File: config.mk
export PLATFORM = sky130hd
export DESIGN_NAME = input_conditioner_flat
export DESIGN_NICKNAME = d
export VERILOG_FILES = /design/src/rtl/input_conditioner_if.sv /design/src/rtl/input_conditioner.sv /design/src/flat_wrapper.sv
export SDC_FILE = /design/constraint.sdc
export NUM_CORES = 1
export LEC_CHECK = 0
export CAP_MARGIN = 30
export CORE_MARGIN = 2
export CORE_UTILIZATION = 45
export CTS_BUF_LIST = sky130_fd_sc_hd__clkbuf_8
export DETAILED_ROUTE_END_ITERATION = 8
export GPL_ROUTABILITY_DRIVEN = 0
export PLACE_DENSITY_LB_ADDON = 0.12
export SLEW_MARGIN = 20
export SYNTH_ARGS = -nofsm -noshare
export SYNTH_HDL_FRONTEND = slang
export SYNTH_SLANG_ARGS = --single-unit
export TNS_END_PERCENT = 50
File: constraint.sdc
create_clock -name Clock -period 4.3 [get_ports Clock]
set_clock_uncertainty 0.15 [all_clocks]
set_input_delay 0.43 -clock Clock [delete_from_list [all_inputs] [get_ports Clock]]
set_output_delay 0.43 -clock Clock [all_outputs]
set_load 0.1 [all_outputs]
File: src/rtl/input_conditioner_if.sv
// Pad-side bundle for input_conditioner: raw active-low inputs and controls in,
// conditioned levels, edge pulses and sticky flags out.
interface input_conditioner_if #(
  parameter int CHANNELS = 4
);
  logic [CHANNELS-1:0] nRaw;
  logic [CHANNELS-1:0] DebounceEn;
  logic [CHANNELS-1:0] Clear;
  logic [CHANNELS-1:0] Level;
  logic [CHANNELS-1:0] Press;
  logic [CHANNELS-1:0] Release;
  logic [CHANNELS-1:0] Event;
  logic [CHANNELS-1:0] Missed;

  modport master (
    output nRaw, DebounceEn, Clear,
    input  Level, Press, Release, Event, Missed
  );

  modport slave (
    input  nRaw, DebounceEn, Clear,
    output Level, Press, Release, Event, Missed
  );
endinterface

File: src/rtl/input_conditioner.sv
// Per-channel synchroniser, optional debounce filter, edge detector and sticky
// Event/Missed flags for asynchronous active-low pad inputs.
module input_conditioner #(
  parameter int CHANNELS        = 4,
  parameter int SYNC_STAGES     = 2,
  parameter int DEBOUNCE_CYCLES = 16,
  parameter int CNT_WIDTH       = $clog2(DEBOUNCE_CYCLES + 1)
) (
  input logic                 Clock,
  input logic                 nReset,
  input_conditioner_if.slave  bus
);

  localparam logic [CNT_WIDTH-1:0] CNT_LAST = CNT_WIDTH'(DEBOUNCE_CYCLES - 1);

  logic [SYNC_STAGES-1:0] chain    [CHANNELS];
  logic [CNT_WIDTH-1:0]   cnt      [CHANNELS];
  logic [CNT_WIDTH-1:0]   cntNext  [CHANNELS];
  logic [CHANNELS-1:0]    syncLevel;
  logic [CHANNELS-1:0]    levelQ, levelNext;
  logic [CHANNELS-1:0]    pressQ, releaseQ;
  logic [CHANNELS-1:0]    eventQ, eventNext;
  logic [CHANNELS-1:0]    missedQ, missedNext;

  // Chains reset to 1 (inactive) so inputs already low at reset release
  // travel the normal path and produce exactly one Press.
  // NOTE: every register here, including the per-channel arrays, is reset
  // explicitly; these are a handful of flops, not a RAM, so that is cheap.
  always_ff @(posedge Clock or negedge nReset) begin
    if (!nReset) begin
      for (int i = 0; i < CHANNELS; i++) chain[i] <= '1;
    end else begin
      for (int i = 0; i < CHANNELS; i++)
        chain[i] <= {chain[i][SYNC_STAGES-2:0], bus.nRaw[i]};
    end
  end

  always_comb begin
    for (int i = 0; i < CHANNELS; i++) syncLevel[i] = ~chain[i][SYNC_STAGES-1];
  end

  // The count runs only while the synchronised input disagrees with Level;
  // reaching the last count accepts the new level instead of incrementing,
  // so the counter can never wrap.
  // NOTE: defaults are assigned before any branch so no path can infer a latch.
  always_comb begin
    levelNext = levelQ;
    for (int i = 0; i < CHANNELS; i++) begin
      cntNext[i] = '0;
      if (!bus.DebounceEn[i]) begin
        levelNext[i] = syncLevel[i];
      end else if (syncLevel[i] != levelQ[i]) begin
        if (cnt[i] >= CNT_LAST) levelNext[i] = syncLevel[i];
        else                    cntNext[i]   = cnt[i] + CNT_WIDTH'(1);
      end
    end
  end

  // Set wins over Clear for Event; Clear wins over set for Missed.
  always_comb begin
    eventNext  = pressQ | (eventQ & ~bus.Clear);
    missedNext = ~bus.Clear & (missedQ | (pressQ & eventQ));
  end

  // NOTE: sequential state uses non-blocking assignments only, so every
  // register samples the pre-edge value of every other register.
  always_ff @(posedge Clock or negedge nReset) begin
    if (!nReset) begin
      for (int i = 0; i < CHANNELS; i++) cnt[i] <= '0;
      levelQ   <= '0;
      pressQ   <= '0;
      releaseQ <= '0;
      eventQ   <= '0;
      missedQ  <= '0;
    end else begin
      for (int i = 0; i < CHANNELS; i++) cnt[i] <= cntNext[i];
      levelQ   <= levelNext;
      pressQ   <= levelNext & ~levelQ;
      releaseQ <= ~levelNext & levelQ;
      eventQ   <= eventNext;
      missedQ  <= missedNext;
    end
  end

  assign bus.Level   = levelQ;
  assign bus.Press   = pressQ;
  assign bus.Release = releaseQ;
  assign bus.Event   = eventQ;
  assign bus.Missed  = missedQ;

endmodule

File: src/flat_wrapper.sv
// flat-port wrapper written by rule: the top's interface ports become plain ports
module input_conditioner_flat 
#(
  parameter int CHANNELS        = 4,
  parameter int SYNC_STAGES     = 2,
  parameter int DEBOUNCE_CYCLES = 16,
  parameter int CNT_WIDTH       = $clog2(DEBOUNCE_CYCLES + 1)
)
  (Clock, nReset, bus_nRaw, bus_DebounceEn, bus_Clear, bus_Level, bus_Press, bus_Release, bus_Event, bus_Missed);
  input_conditioner_if #(.CHANNELS(CHANNELS)) bus_i ();
  input logic Clock;
  input logic nReset;
  input wire logic [$bits(bus_i.nRaw)-1:0] bus_nRaw;
  input wire logic [$bits(bus_i.DebounceEn)-1:0] bus_DebounceEn;
  input wire logic [$bits(bus_i.Clear)-1:0] bus_Clear;
  output wire logic [$bits(bus_i.Level)-1:0] bus_Level;
  output wire logic [$bits(bus_i.Press)-1:0] bus_Press;
  output wire logic [$bits(bus_i.Release)-1:0] bus_Release;
  output wire logic [$bits(bus_i.Event)-1:0] bus_Event;
  output wire logic [$bits(bus_i.Missed)-1:0] bus_Missed;
  assign bus_i.nRaw = bus_nRaw;
  assign bus_i.DebounceEn = bus_DebounceEn;
  assign bus_i.Clear = bus_Clear;
  assign bus_Level = bus_i.Level;
  assign bus_Press = bus_i.Press;
  assign bus_Release = bus_i.Release;
  assign bus_Event = bus_i.Event;
  assign bus_Missed = bus_i.Missed;
  input_conditioner #(.CHANNELS(CHANNELS), .SYNC_STAGES(SYNC_STAGES), .DEBOUNCE_CYCLES(DEBOUNCE_CYCLES), .CNT_WIDTH(CNT_WIDTH)) u_core (.Clock(Clock), .nReset(nReset), .bus(bus_i));
endmodule
; Yosys cells after proc, flatten, opt, wreduce, memory -nomap -nowiden
; Index checks and enable logic that the tools add are counted.
[totals]
reg_bits = 48
[classes]
n_bitwise = 14
order_cmp = 4
muxes = 24
addsub = 4
eq_ne = 4
[op_table]
columns = op, n
row1 = $mux 5, 12
row2 = $add 5x1->5 const B, 4
row3 = $and 4x4->4, 5
row4 = $ge 5x4->1 const B, 4
row5 = $mux 1, 12
row6 = $not 4->4, 3
row7 = $or 4x4->4, 2
row8 = $ne 1x1->1, 4
row9 = $not 1->1, 4

; Longest topological paths before layout
; Gate-level depths: netlist of run 1.
[depth]
word_depth = 6
mapped_depth = 6
ltp_nobuf = 6

; Worst setup path after synthesis of run 1
; Ideal clock, no wire load.
[synth_path]
path_kind = register -> register
from = register u_core.cnt[15] (netlist bit)
to = register u_core.releaseQ[0], in the netlist u_core.bus.Release[0]
path_stages_with_launch = 7
arrival_ns = 1.449
n_path_buf = 0
t_required_ns = 4.028
setup_slack_ns = 2.579
synth_period_minus_slack_ns = 1.721
setup_ns = 0.122
cell_sequence = dfrtp_1 > ha_1 > and3_1 > ha_1 > nor3b_4 > nand2_2 > and3_1
[synth_between]
elab_chain_cells = 6
[synth_lines]
columns = item, line_no
row1 = start: declaration, input_conditioner.sv:17  ; logic [CNT_WIDTH-1:0] cnt [CHANNELS];
row2 = $ge 5x4->1, input_conditioner.sv:53  ; if (cnt[i] >= CNT_LAST) levelNext[i] = syncLevel[i];
row3 = $mux 1, input_conditioner.sv:53
row4 = $mux 1, input_conditioner.sv:52  ; end else if (syncLevel[i] != levelQ[i]) begin
row5 = $mux 1, input_conditioner.sv:50  ; if (!bus.DebounceEn[i]) begin
row6 = $not 4->4, input_conditioner.sv:79  ; releaseQ <= ~levelNext & levelQ;
row7 = $and 4x4->4, input_conditioner.sv:79
row8 = end signal: assignment, input_conditioner.sv:79
row9 = end: declaration, input_conditioner.sv:21  ; logic [CHANNELS-1:0] pressQ, releaseQ;
; No other way between the ends.

; Worst setup path in the final report of run 1
[layout_path]
from = register u_core.levelQ[0], in the netlist u_core.bus.Level[0]
to = output bus_Level[0]
[layout_rtl]
columns = item, line_no
row1 = start: declaration, input_conditioner.sv:20  ; logic [CHANNELS-1:0] levelQ, levelNext;
row2 = start signal: assignment, input_conditioner.sv:77  ; levelQ <= levelNext;
row3 = end: declaration, flat_wrapper.sv:16  ; output wire logic [$bits(bus_i.Level)-1:0] bus_Level;
; No word-level cell between the ends.

==> impl_metrics.tcl, run 1 <==
set metrics [dict create \
    vias_per_cell 4.89 \
    synthCells 156 \
    grt_pass1_wl_um 5400 \
    path_clk_slew_ns 0.08 \
    maxCapViolCount 0 \
    dieArea_um2 4800 \
    port-buffer-count 33 \
    dpl.hpwl_um 2350 \
    drtIter0Drc 47 \
    p_leak_nw 1.17 \
    whs_ns 0.208 \
    final_util_pct 59.5 \
    max_freq_mhz 408 \
    layout_commonest_cell "dfrtp_1" \
    setup_viol 0 \
    required_ns 3.72 \
    criticalPathCategory "register to primary output" \
    avgRoutedWirePerCell_um 12.3 \
    yosysUniqueCellTypes 17 \
    clockBufferDepth 2 \
    rsz0062_at_grt "false" \
    root_buffer "clkbuf_8" \
    layout_common_cells "dfrtp_1 (40), clkdlybuf4s50_1 (32), nor2_1 (24)" \
    drtAntennaViolNets 0 \
    grt_max_degree 29 \
    sw_frac_of_total_pct 30.5 \
    critPathCaptureType "primary output" \
    htree_levels 2 \
    grt-ovfl-total 0 \
    timing.final.crit_share_pct 57.0 \
    cts.sinks 48 \
    std_cell_rows 23 \
    cp.arrival_ns 1.87 \
    crit_chain "clkdlybuf4s50_1" \
    worst_pin_slew_ns 0.979 \
    routed-via-count 1218 \
    syn_nets 178 \
    cts_setup_buffers 0 \
    seqPwrFrac_pct 54.0 \
    holdPathStages 0 \
    drtPass1Iterations 4 \
    drive_gt1_share_pct 11.6 \
    critPathTopFamily "buffers and inverters" \
    critPathMaxStageDelay_ns 1.16 \
    slew_headroom_pct 34.5 \
    n_antenna_cell 0 \
    ys_ff_latch 48 \
    antenna_found_initial 0 \
    slowest_stage "clkdlybuf4s50_1" \
    cts_made_buffers 5 \
    finalNonFillerCells 249 \
    synth.avg_cell_area_um2 12.3 \
    outcome "complete, no violations" \
    p_comb_share_pct 19.9 \
    tns_ns 0 \
    p_sw_uw 281 \
    synth-warning-count 0 \
    first_global_vias 1277 \
    ff2ff_path_depth 6 \
    cts_tree "done" \
    slew_viol_final 0 \
    start_util_pct 47.2 \
    core_um2 4060 \
    synth_seq_area_share_pct 63.2 \
    clk_latency_ns 0.29 \
    boundaryPins 34 \
    die_x_um 69.3 \
    dp_cells 240 \
    drc_errors 0 \
    clockPowerShare_pct 26.1 \
    grt_util_all_layers_pct 14.0 \
    finalWirelength_um 3070 \
    post_cts_resized 0 \
    powerDensity_nw_per_um2 381 \
    power_uw 920 \
    hold_class "register to register" \
    timing.final.crit_period_ns 2.45 \
    syn2layout_area_growth_pct 26.0 \
    path_depth 1 \
    ir_worst_vdd_mv 0.213 \
    p_int_uw 639 \
    hold_viol 0 \
    final_nets 220 \
    cp-start-kind "register" \
    critPathMaxFanout 5 \
    synth_area_um2 1920 \
    cp.buffers_inverters 1 \
    die_h_um 69.3 \
]
## path summary, 6_finish.rpt
check | to | slack [ns] | start
worst min-delay path | u_core.chain[5] | 0.21 | u_core.chain[4]
worst max register to register | u_core.bus.Release[2] | 2.45 | u_core.cnt[5]
worst min register to register | u_core.chain[5] | 0.21 | u_core.chain[4]
max in group asynchronous | u_core.chain[6] | 2.94 | nReset
min in group asynchronous | u_core.bus.Release[3] | 0.48 | nReset
worst max-delay path | bus_Level[0] | 1.85 | u_core.bus.Level[0]
## cells in the mapped netlist
| master | count | area share (%) |
|---|---|---|
| nand2_2 | 4 | 1.3 |
| dfstp_2 | 8 | 11 |
| and3_1 | 8 | 2.6 |
| a211oi_1 | 4 | 1.6 |
| inv_1 | 16 | 3.1 |
| mux2i_1 | 4 | 2.1 |
| ha_1 | 8 | 5.2 |
| dfrtp_1 | 40 | 52 |
| a21o_1 | 4 | 1.6 |
| nand4_1 | 4 | 1.3 |
| xnor2_1 | 8 | 3.7 |
| nor3b_4 | 4 | 3.9 |
| nand3_1 | 8 | 2.1 |
| xor2_1 | 4 | 1.8 |
| nor2_1 | 24 | 4.7 |
| nand2_1 | 4 | 0.78 |
| a21oi_1 | 4 | 1.0 |
## cells by family (layout without fill, tap and decap cells)
group | after synthesis | after routing | share of synthesized area [%]
fa+ha+maj | 8 | 8 | 5.22
flops | 48 | 48 | 63.2
xor+xnor | 12 | 12 | 5.48
buf+inv | 16 | 59 | 3.13
compound gates | 12 | 12 | 4.18
simple gates | 56 | 56 | 16.7
mux | 4 | 4 | 2.09
## area by class of cell
cell class | count | area (um^2)
Fill cell | 339 | 1640
Sequential cell | 48 | 1210
Multi-Input combinational cell | 92 | 646
Timing Repair Buffer | 35 | 355
Clock buffer | 5 | 68.8
Tap cell | 50 | 62.6
Inverter | 16 | 60.1
Clock inverter | 3 | 11.3
## per-stage QoR
step           worst slack, ns  cell area, um^2
3_3_place_gp              2.18             2300
5_1_grt                   1.78             2410
2_1_floorplan             2.58             1920
3_5_place_dp              2.16             2320
4_1_cts                   1.83             2410
6_report                  1.85             2410
## worst register-to-register path, cell delays in order (launching register included)
cell and delay (ns):
dfrtp_1 0.42, ha_1 0.25, and3_1 0.19, ha_1 0.21, nor3b_4 0.26, nand2_2 0.09
and3_1 0.18
## flip-flops by register name, summed over array words and instances, names as in the netlist
| signal | cells |
|---|---|
| u_core.cnt | 20 |
| u_core.chain | 8 |
| u_core.bus.Level | 4 |
| u_core.bus.Event | 4 |
| u_core.bus.Press | 4 |
| u_core.bus.Release | 4 |
| u_core.bus.Missed | 4 |
## layer usage
layer	track usage, %	part of all wire [%]	vias up
li1	-	-	596
met1	15.5	41	589
met2	25.0	52	26
met3	3.78	4.4	7
met4	6.54	1.7	0
met5	0	0	-
## power groups by stage
| stage | clock network, mW | registers [mW] | logic [mW] |
|---|---|---|---|
| detailed placement | 0 | 0.505 | 0.185 |
| global route | 0.268 | 0.501 | 0.194 |
| global placement | 0 | 0.503 | 0.180 |
| floorplan | 0 | 0.592 | 0.0382 |
| CTS | 0.251 | 0.497 | 0.186 |
| finish | 0.240 | 0.497 | 0.183 |
## repair_timing
item | in CTS | in global routing
endpoints found under the setup margin | 0 | 0
hold buffers | 1 | 0
hold endpoints to repair | 16 | 0
Note: power is estimated with default switching activity, not from simulation.
==> run 2: changes to the inputs <==
clock period = 2.5 ns   (was 4.3 ns; I/O delays follow)
==> impl_metrics.tcl, run 2 (synthesized netlist as in run 1, its figures left out) <==
set metrics [dict create \
    cp-start-kind "register" \
    drc_errors 0 \
    slew_headroom_pct 81.4 \
    place_ws_ns 0.688 \
    fill_cells 328 \
    cts_tree "done" \
    p_leak_nw 1.21 \
    power_mw 1.75 \
    cp.arrival_ns 1.86 \
    layout_common_cells "dfrtp_1 (40), nor2_1 (24), buf_4 (22)" \
    critPathMaxFanout 4 \
    ff2ff_path_depth 6 \
    sw_frac_of_total_pct 28.0 \
    cts_setup_buffers 0 \
    final_nets 221 \
    multi_input_comb_area_um2 646 \
    first_global_vias 1273 \
    grt-ovfl-total 0 \
    n_antenna_cell 0 \
    tns_ns 0 \
    avgRoutedWirePerCell_um 11.8 \
    required_ns 2.53 \
    drive_gt1_share_pct 23.5 \
    post_cts_resized 0 \
    finalWirelength_um 2960 \
    rsz0062_at_grt "false" \
    p_int_mw 1.26 \
    grt_util_all_layers_pct 14.3 \
    worst_pin_slew_ns 0.278 \
    critPathCaptureType "register" \
    outcome "complete, no violations" \
    crit_chain "ha_1 > and3_1 > ha_1 > nor3b_4 > nand2_2 > and3_1" \
    drtIter0Drc 43 \
    htree_levels 2 \
    grt_max_degree 24 \
    regArea_um2 1210 \
    p_comb_share_pct 17.5 \
    timing.final.crit_share_pct 73.2 \
    hold_class "input pin to async pin" \
    timing.final.crit_period_ns 1.83 \
    root_buffer "clkbuf_8" \
    ir_worst_vdd_mv 0.395 \
    p_sw_uw 489 \
    dieArea_um2 4800 \
    core_um2 4060 \
    clk_latency_ns 0.29 \
    dpl.hpwl_um 2220 \
    largest_register_ff_count 20 \
    cts_made_buffers 5 \
    dp_cells 241 \
    finalWorstSetupSlack_ns 0.670 \
    powerDensity_nw_per_um2 726 \
    r2r_end "u_core.bus.Release[2]" \
    drtAntennaViolNets 0 \
    drtPass1Iterations 4 \
    maxCapViolCount 0 \
    syn2layout_area_growth_pct 25.5 \
    r2r_setup_slack_ns 0.67 \
    die_x_um 69.3 \
    clockPowerShare_pct 33.6 \
    cts.sinks 48 \
    regToRegStartpoint "u_core.cnt[5]" \
    layout_commonest_cell "dfrtp_1" \
    antenna_found_initial 0 \
    die_h_um 69.3 \
    slew_viol_final 0 \
    std_cell_rows 23 \
    slowest_stage "dfrtp_1" \
    hold_viol 0 \
    boundaryPins 34 \
    top_register "u_core.cnt" \
    grt_pass1_wl_um 5350 \
    ctsHoldBuffers 1 \
    critPathMaxStageDelay_ns 0.42 \
    clockBufferDepth 2 \
    criticalPathCategory "register to register" \
    start_util_pct 47.2 \
    vias_per_cell 4.87 \
    setup_viol 0 \
    port-buffer-count 33 \
    path_clk_slew_ns 0.08 \
    top_regs "u_core.cnt (20), u_core.chain (8)" \
    routed-via-count 1218 \
    max_freq_mhz 547 \
    finalNonFillerCells 250 \
    seqPwrFrac_pct 49.0 \
]
==> run 2: cell count changes in the layout (fill, tap and decap cells not counted) <==
cell             before  now
buf_4                 0   22
clkdlybuf4s50_1      32   12
inv_1                19   16
clkbuf_8              5    7
buf_12                1    0
bufinv_16             0    1
==> run 2: critical path, delay by kind of cell (launching register included) <==
family | cells | cell delay [ns]
flip-flops | 1 | 0.42
adder cells (fa/ha/maj) | 2 | 0.44
AND/OR/NAND/NOR | 4 | 0.71
==> run 2: layer usage <==
layer / global-route usage (%) / vias to the layer above / part of all wire [%]
li1: - / 600 / -
met4: 6.54 / 0 / 0.78
met5: 0 / - / 0
met1: 15.2 / 587 / 43
met3: 5.81 / 2 / 5.0
met2: 24.6 / 29 / 52
==> run 2: area by class of cell <==
cell class / instances / area share [%]
flip-flops and latches: 48 / 50.3
inverters: 16 / 2.50
clock inverters: 1 / 1.25
repair buffers: 36 / 12.5
clock buffers: 7 / 4.00
well taps: 50 / 2.60
multi-input cells: 92 / 26.8
==> run 2: through the flow <==
stage / hold slack (ns) / util [%] / cell area [um^2]
global route: 0.135 / 59.3 / 2410
detailed placement: -0.0755 / 55.9 / 2270
CTS: 0.136 / 59.3 / 2410
finish: 0.148 / 59.3 / 2410
floorplan: -0.196 / - / 1920
global placement: -0.0790 / 55.9 / 2270
==> run 2: worst max-delay path by stage <==
stage | start | to | slack [ns] | depth (start not counted)
finish | u_core.cnt[5] | u_core.bus.Release[2] | 0.67 | 6
global route | u_core.cnt[0] | u_core.cnt[4] | 0.53 | 6
CTS | u_core.cnt[5] | u_core.bus.Release[2] | 0.67 | 6
detailed placement | u_core.cnt[0] | u_core.bus.Release[3] | 0.69 | 6
global placement | u_core.cnt[10] | u_core.bus.Release[1] | 0.72 | 6
floorplan | u_core.cnt[15] | u_core.bus.Release[0] | 0.78 | 6
==> run 2: power by group through the flow <==
| stage | logic, mW | clock network (mW) | registers, mW |
|---|---|---|---|
| global placement | 0.304 | 0 | 0.866 |
| detailed placement | 0.307 | 0 | 0.870 |
| finish | 0.305 | 0.586 | 0.855 |
| global route | 0.324 | 0.650 | 0.863 |
| CTS | 0.309 | 0.611 | 0.855 |
| floorplan | 0.0657 | 0 | 1.02 |
==> run 3: changes to the inputs <==
clock period = 1.5 ns   (was 2.5 ns; I/O delays follow)
==> impl_metrics.tcl, run 3 (synthesized netlist as in run 1, its figures left out) <==
set metrics [dict create \
    grt_util_all_layers_pct 16.0 \
    top_register "u_core.cnt" \
    first_global_vias 1467 \
    stdcell_area_um2 2970 \
    cts_made_buffers 5 \
    antenna_found_initial 0 \
    die_x_um 69.3 \
    dpl.hpwl_um 2550 \
    cts.sinks 48 \
    syn2layout_area_growth_pct 54.9 \
    drtPass1Iterations 2 \
    outcome "finished, violations left" \
    critPathCaptureType "register" \
    min_to "u_core.chain[0]" \
    n_antenna_cell 0 \
    slew_viol_final 0 \
    layout_common_cells "dfrtp_1 (36), buf_4 (29), buf_12 (21)" \
    core_um2 4060 \
    drtIter0Drc 69 \
    hp-start "bus_nRaw[3]" \
    avgRoutedWirePerCell_um 12.9 \
    vias_per_cell 4.82 \
    clockBufferDepth 2 \
    std_cell_rows 23 \
    grt_max_degree 35 \
    largest_register_ff_count 20 \
    r2r_end "u_core.cnt[14]" \
    top_regs "u_core.cnt (20), u_core.chain (8)" \
    ir_worst_vdd_mv 0.781 \
    place_area_um2 2750 \
    criticalPathCategory "register to register" \
    cts_tree "done" \
    boundaryPins 34 \
    path_clk_slew_ns 0.08 \
    rsz0062_at_grt "true" \
    layout_commonest_cell "dfrtp_1" \
    holdPathStages 1 \
    cp.arrival_ns 1.74 \
    required_ns 1.58 \
    htree_levels 2 \
    regToRegStartpoint "u_core.cnt[10]" \
    die_h_um 69.3 \
    cp-start-kind "register" \
    maxCapViolCount 0 \
    place_ws_ns -0.247 \
    critPathMaxFanout 4 \
    timing.final.crit_share_pct 111 \
    routed-via-count 1334 \
    root_buffer "clkbuf_8" \
    dieArea_um2 4800 \
    max_freq_mhz 601 \
    drtAntennaViolNets 0 \
    clk_latency_ns 0.29 \
    port-buffer-count 33 \
    slew_headroom_pct 76.0 \
    hold_class "input pin to register" \
    start_util_pct 47.2 \
    drc_errors 0 \
    setup_viol 32 \
    worst_pin_slew_ns 0.359 \
    final_nets 249 \
    violations "setup timing" \
    powerDensity_nw_per_um2 982 \
    hold_viol 0 \
    timing.final.crit_period_ns 1.66 \
    drive_gt1_share_pct 44.1 \
    grt-ovfl-total 0 \
    p_leak_nw 1.41 \
    finalWirelength_um 3570 \
    ff2ff_path_depth 6 \
    r2r_setup_slack_ns -0.16 \
    finalWorstSetupSlack_ns -0.165 \
    grt_pass1_wl_um 6140 \
]
==> run 3: worst max path at each step <==
stage | start | to | depth (start not counted)
6_report | u_core.cnt[10] | u_core.cnt[14] | 6
5_1_grt | u_core.cnt[1] | u_core.bus.Release[3] | 6
4_1_cts | u_core.cnt[0] | u_core.bus.Release[3] | 6
3_5_place_dp | u_core.cnt[1] | u_core.cnt[4] | 6
3_3_place_gp | u_core.cnt[1] | u_core.cnt[2] | 6
2_1_floorplan | u_core.cnt[0] | u_core.bus.Release[3] | 6
==> run 3: layout make-up <==
type / instances / area, um^2
clock buffer: 7 / 96.3
inverter: 16 / 60.1
multi-input combinational: 92 / 761
sequential: 48 / 1220
timing repair buffer: 64 / 773
tap: 50 / 62.6
fill: 262 / 1090
==> run 3: report_power, final <==
| part | leakage [nW] | internal (mW) | switching [mW] | total, mW |
|---|---|---|---|---|
| sequential | 0.617 | 1.37 | 0.0710 | 1.44 |
| clock | 0.0503 | 0.410 | 0.381 | 0.791 |
| combinational | 0.739 | 0.280 | 0.403 | 0.683 |
==> run 3: repair_timing <==
action,4_1_cts,5_1_grt
setup buffers,5,5
endpoints found under the setup margin,32,32
hold endpoints to repair,42,0
pin swaps,28,12
gates resized for setup,5,5
hold buffers,1,0
==> run 3: metrics by stage <==
stage	TNS [ns]	total power, mW	utilization, %	std cells	hold WS, ns
6_report	-3.72	2.92	73.2	277	0.104
5_1_grt	-6.13	3.05	73.2	277	0.0989
4_1_cts	-3.13	2.94	71.9	272	0.0935
3_5_place_dp	-4.72	2.11	67.8	259	-0.0680
3_3_place_gp	-3.22	2.10	67.8	259	-0.0750
2_1_floorplan	-2.24	1.81	-	156	-0.296
==> run 3: critical path, stage by stage, from the launching register on <==
cell and delay, ns:
dfrtp_1 0.39, ha_2 0.19, and3_4 0.15, ha_4 0.15, nor3b_4 0.29, nand3_2 0.17, nor2_1 0.11
==> run 3: metal layers <==
layer	up-vias	part of all wire, %	GRT usage [%]
li1	656	-	-
met1	648	42	16.9
met2	24	53	29.9
met3	6	3.7	4.22
met4	0	1.5	6.54
met5	-	0	0
